`config.mk`:
```
export PLATFORM = sky130hd
export DESIGN_NAME = dtm_dmi_ctrl
export DESIGN_NICKNAME = d
export VERILOG_FILES = /design/src/rtl/dtm_dmi_ctrl.sv
export SDC_FILE = /design/constraint.sdc
export NUM_CORES = 1
export LEC_CHECK = 0
export ABC_CLOCK_PERIOD_IN_PS = 3100
export CORE_MARGIN = 2
export CORE_UTILIZATION = 42
export DETAILED_ROUTE_END_ITERATION = 10
export PLACE_DENSITY_LB_ADDON = 0.12
export SYNTH_ARGS = -nofsm -noshare
export SYNTH_HDL_FRONTEND = slang
export SYNTH_SLANG_ARGS = --single-unit
```
`constraint.sdc`:
```
create_clock -name tclk -period 3.1 [get_ports tclk]
set_input_delay 0.465 -clock tclk [delete_from_list [all_inputs] [get_ports tclk]]
set_output_delay 0.465 -clock tclk [all_outputs]
set_load 0.005 [all_outputs]
```
`src/rtl/dtm_dmi_ctrl.sv`:
```
// DMI transaction sequencer for a RISC-V JTAG DTM.
// Takes the op/addr/data word scanned into the DMI register and runs one
// valid/ready request towards the Debug Module. It then collects the response.
// It also provides the capture word for the next DMI scan.
// The sticky dmistat error follows dmireset/dmihardreset semantics.
module dtm_dmi_ctrl #(
    parameter int ABITS = 7
) (
    input  logic               tclk,
    input  logic               trst,
    input  logic               upd_valid,
    input  logic [1:0]         upd_op,
    input  logic [ABITS-1:0]   upd_addr,
    input  logic [31:0]        upd_data,
    input  logic               capture,
    output logic [ABITS+33:0]  cap_dmi,
    input  logic               dmireset,
    input  logic               dmihardreset,
    output logic [1:0]         dmistat,
    output logic               busy,
    output logic               req_valid,
    input  logic               req_ready,
    output logic [1:0]         req_op,
    output logic [ABITS-1:0]   req_addr,
    output logic [31:0]        req_data,
    input  logic               rsp_valid,
    output logic               rsp_ready,
    input  logic [1:0]         rsp_op,
    input  logic [31:0]        rsp_data
);

    localparam logic [1:0] OP_READ    = 2'd1;
    localparam logic [1:0] OP_WRITE   = 2'd2;
    localparam logic [1:0] STAT_OK    = 2'd0;
    localparam logic [1:0] STAT_FAIL  = 2'd2;
    localparam logic [1:0] STAT_BUSY  = 2'd3;

    typedef enum logic [1:0] {
        ST_IDLE = 2'd0,
        ST_REQ  = 2'd1,
        ST_WAIT = 2'd2
    } state_e;

    state_e             state_q, state_d;
    logic [1:0]         op_q, op_d;
    logic [ABITS-1:0]   addr_q, addr_d;
    logic [31:0]        data_q, data_d;
    logic [ABITS-1:0]   last_addr_q, last_addr_d;
    logic [31:0]        result_q, result_d;
    logic [1:0]         dmistat_q, dmistat_d;

    logic               busy_evt_s;
    logic               rsp_err_s;
    logic               rsp_fire_s;
    logic [1:0]         stat_base_s;
    logic [1:0]         cap_op_s;

    // Error classification and sticky status computation.
    always_comb begin
        rsp_fire_s  = 1'b0;
        rsp_err_s   = 1'b0;
        busy_evt_s  = 1'b0;
        stat_base_s = dmistat_q;
        dmistat_d   = dmistat_q;

        if (state_q == ST_WAIT) begin
            rsp_fire_s = rsp_valid;
        end else begin
            rsp_fire_s = 1'b0;
        end

        if (rsp_fire_s && ((rsp_op == STAT_FAIL) || (rsp_op == STAT_BUSY))) begin
            rsp_err_s = 1'b1;
        end else begin
            rsp_err_s = 1'b0;
        end

        // An update or capture that lands while a transaction is outstanding is
        // a busy error. The outstanding transaction itself is not affected.
        if ((state_q != ST_IDLE) && (upd_valid || capture)) begin
            busy_evt_s = 1'b1;
        end else begin
            busy_evt_s = 1'b0;
        end

        // dmireset clears first. A set event in the same cycle then lands on
        // the cleared value, so an error is never lost.
        if (dmireset) begin
            stat_base_s = STAT_OK;
        end else begin
            stat_base_s = dmistat_q;
        end

        if (dmihardreset) begin
            dmistat_d = STAT_OK;
        end else if (stat_base_s != STAT_OK) begin
            dmistat_d = stat_base_s;
        end else if (busy_evt_s) begin
            dmistat_d = STAT_BUSY;
        end else if (rsp_err_s) begin
            dmistat_d = rsp_op;
        end else begin
            dmistat_d = STAT_OK;
        end
    end

    // Transaction FSM: next state and datapath register updates.
    always_comb begin
        state_d     = state_q;
        op_d        = op_q;
        addr_d      = addr_q;
        data_d      = data_q;
        last_addr_d = last_addr_q;
        result_d    = result_q;

        if (dmihardreset) begin
            // Abort the transaction. The last capture data survives the abort.
            state_d = ST_IDLE;
        end else begin
            case (state_q)
                ST_IDLE: begin
                    if (upd_valid && (dmistat_q == STAT_OK) &&
                        ((upd_op == OP_READ) || (upd_op == OP_WRITE))) begin
                        state_d     = ST_REQ;
                        op_d        = upd_op;
                        addr_d      = upd_addr;
                        data_d      = upd_data;
                        last_addr_d = upd_addr;
                    end else begin
                        state_d = ST_IDLE;
                    end
                end
                ST_REQ: begin
                    if (req_ready) begin
                        state_d = ST_WAIT;
                    end else begin
                        state_d = ST_REQ;
                    end
                end
                ST_WAIT: begin
                    if (rsp_valid) begin
                        state_d = ST_IDLE;
                        if (op_q == OP_READ) begin
                            result_d = rsp_data;
                        end else begin
                            result_d = result_q;
                        end
                    end else begin
                        state_d = ST_WAIT;
                    end
                end
                default: begin
                    state_d = ST_IDLE;
                end
            endcase
        end
    end

    // State and datapath registers.
    always_ff @(posedge tclk or negedge trst) begin
        if (!trst) begin
            state_q     <= ST_IDLE;
            op_q        <= 2'd0;
            addr_q      <= {ABITS{1'b0}};
            data_q      <= 32'd0;
            last_addr_q <= {ABITS{1'b0}};
            result_q    <= 32'd0;
            dmistat_q   <= 2'd0;
        end else begin
            state_q     <= state_d;
            op_q        <= op_d;
            addr_q      <= addr_d;
            data_q      <= data_d;
            last_addr_q <= last_addr_d;
            result_q    <= result_d;
            dmistat_q   <= dmistat_d;
        end
    end

    // Output decode. All outputs come straight from registers.
    always_comb begin
        busy      = (state_q != ST_IDLE);
        req_valid = (state_q == ST_REQ);
        rsp_ready = (state_q == ST_WAIT);
        req_op    = op_q;
        req_addr  = addr_q;
        req_data  = data_q;
        dmistat   = dmistat_q;
        if (state_q != ST_IDLE) begin
            cap_op_s = STAT_BUSY;
        end else begin
            cap_op_s = dmistat_q;
        end
        cap_dmi   = {last_addr_q, result_q, cap_op_s};
    end

endmodule

```
==> results.txt <==
post-route minimum period -> 2340 ps
CTS resizes -> 0
number of hold-slack violations in the final timing report -> 0
initial antenna violation count -> 0
distinct cell type count after synthesis -> 32
worst slew slack as a fraction of its limit -> 37.3%
run status -> completed
largest stage delay on the critical path -> 630 ps
clock group share of total power -> 26.6%
Final Net Count -> 443
Die Span X -> 91.8 µm
Clock Root Buffer -> clkbuf_8
H-tree depth -> 3
vertical die dimension -> 91.8 µm
combinational share of power -> 31.6%
simple-gate area share of the yosys netlist -> 4.71%
floorplan core area -> 7610 µm²
CP cell instances -> clkdlybuf4s50_1 -> nor3b_4 -> nand3_4 -> mux2_4
later-pin clock latency in the skew report -> 340 ps
boundary pin count -> 170
type of element capturing the critical path -> flop
Switching Share -> 22.3%
mux cell area share after synthesis -> 29.2%
GRT Residual Overflow -> 0
part of the total power dissipated in sequential elements -> 41.8%
Worst Clk Skew -> 7.55 ps
Adder-Cell Fraction of Synth Area -> 0%
GP Congestion -> 0.778
Static Leakage -> 2.41 nW
CTS tree -> done
VDD IR-drop max -> 0.000369 V
number of standard cells after synthesis -> 194
post-detail-place hpwl -> 5.16 mm
global-route wire length before repair -> 11.6 mm
Core Rows -> 32
buffers and inverters on the worst path -> 1
Pwr Density -> 627 nW/µm²
Post-synth top flop -> dfrtp_1
Worst path slowest cell -> nand3_4
combinational family with the most area after synthesis -> multiplexers
number of global-route vias before repair -> 2362
vias per std cell -> 4.69
synthesized net count -> 277
crit path max fanout -> 40
DRC -> 0
Synth area leaders -> dfrtp_1 (60%), mux2_4 (18%), mux2_2 (11%)
category of the most critical setup path -> in2reg
Synth Warn # -> 0
synthesized area per cell -> 16.7 µm²
Syn Std Cell Area -> 3240 µm²
FF+latch count, synth -> 77
number of sinks handled by clock tree synthesis -> 77
count of pins over their slew limit -> 0
Sum Neg Setup Slack -> 0 ps
number of post-CTS setup repair buffers -> 0
most common cell after layout, fill and taps aside -> clkdlybuf4s50_1
area fraction in compound gates after synthesis -> 2.36%
first drt pass iteration count -> 4
achievable clock frequency -> 0.427 GHz
number of flops mapped to enable cells by yosys -> 0
routed length per instance -> 15.5 µm
Async SR Flop Fraction -> 100%
gate family responsible for the most delay along the worst path -> simple AND/OR/NAND/NOR gates
Data arrival, critical path -> 2570 ps
pin count of the biggest net entering global routing -> 78
fraction of final layout cells with drive strength greater than 1 -> 25.3%
fraction of the yosys area taken by sequential cells -> 59.5%
number of CTS-inserted buffers -> 9
number of placed instances, taps included -> 451
final critical-path share of the clock period -> 75.6%
die outline area -> 8430 µm²
final routed wirelength across all metal layers -> 7.23 mm
leading cell types in the layout, fill and taps excluded -> clkdlybuf4s50_1 (168), dfrtp_1 (77), mux2_4 (39)
pin slew with the least headroom to its limit -> 940 ps
Startpoint Class -> input pin
diode insertion count for antenna repair -> 0
clock-pin slew reported for the worst setup and hold paths after clock tree synthesis -> 80 ps
RSZ-0062 raised after global routing -> no
XOR/XNOR Fraction of Synth Area -> 0.270%
internal power -> 2.52 mW
Port Buf Inserts -> 169
# Max-Cap Violations -> 0
Global Route Usage Sum -> 17.8%
share of the synthesized area in the top cell type -> 59.5%
worst hold path type -> in2async
Area growth, synth to finish -> 59.7%
count of endpoints failing setup in the final report -> 0
detailed router's first-iteration violation count -> 26
required time reported for the critical path endpoint -> 3320 ps
maximum buffer depth of the clock tree -> 2
post-synth top area cell -> dfrtp_1
Non-Filler Instances -> 466
net switching power -> 0.724 mW
routed vias -> 2186
Initial Util -> 42.6%
number of nets with antenna violations after detailed routing -> 0
quantity of hold-fixing buffers added after cts -> 0
[synth_stat cells, types with 2 or more instances]
cell type,instances
buf_2,3
mux2_4,39
nand2b_1,2
inv_1,4
dfrtp_1,77
mux2_2,32
nand3_1,2
buf_6,4
buf_4,7
nor2_1,2
[power groups by stage]
stage / Combinational, mW / Clock (mW) / Sequential [mW]
floorplan: 0.394 / 0 / 1.37
global placement: 1.02 / 0 / 1.37
detailed placement: 1.04 / 0 / 1.36
CTS: 1.04 / 0.888 / 1.36
global route: 1.09 / 0.932 / 1.38
finish: 1.02 / 0.862 / 1.35
[worst reg2reg max path, stage by stage (launching register included)]
cell     delay, ps
dfrtp_1        470
nor3_4         350
nand3_4        640
mux2_4         560
[through the flow]
stage	util (%)	cell area, µm²	setup WS [ps]	hold slack (ps)	power (mW)
after detailed placement	65.0	4940	403	491	2.40
after floorplan	-	3240	1650	169	1.76
after global placement	65.0	4940	426	486	2.39
after CTS	68.0	5170	754	299	3.29
final	68.0	5170	757	261	3.24
after global routing	68.0	5170	661	342	3.41
[kinds of logic (layout without fill, tap and decap cells)]
family	after synthesis	count (layout)
XOR/XNOR	1	1
flip-flops	77	77
AND/OR/NAND/NOR	17	17
AO/OA/AOI/OAI	10	10
multiplexers	71	71
buffers and inverters	18	188
[per-layer routing]
metal	vias up	share of wire, %	GRT usage [%]
met5	-	0	0
met2	112	48	30.1
met4	0	2.4	8.33
met3	15	6.9	5.34
li1	1004	-	-
met1	1055	42	20.7
[sequential cells by signal, summed over array words and instances, names as in the netlist]
register	flops
req_data	32
result_q	32
last_addr_q	7
dmistat	2
req_op	2
state_q	2
[worst paths after layout]
kind                       slack (ps)            to    startpoint  cells past startpoint
setup / recovery                  760   req_data[0]  dmihardreset                      4
hold / removal                    260  req_data[23]          trst                      1
setup reg to reg                  960   req_data[0]    state_q[1]                      3
hold reg to reg                   500  result_q[17]  result_q[17]                      1
max in group asynchronous        2230   result_q[3]          trst                      1
min in group tclk                 500  result_q[17]  result_q[17]                      1
[final cells by class]
cell class | instances | area, µm²
tap | 102 | 128
clock inverter | 5 | 100
timing repair buffer | 169 | 1690
sequential | 77 | 1930
fill | 562 | 2440
multi-input combinational | 99 | 1180
inverter | 4 | 15.0
clock buffer | 10 | 128
No activity file was read; power rests on OpenSTA's default activity.
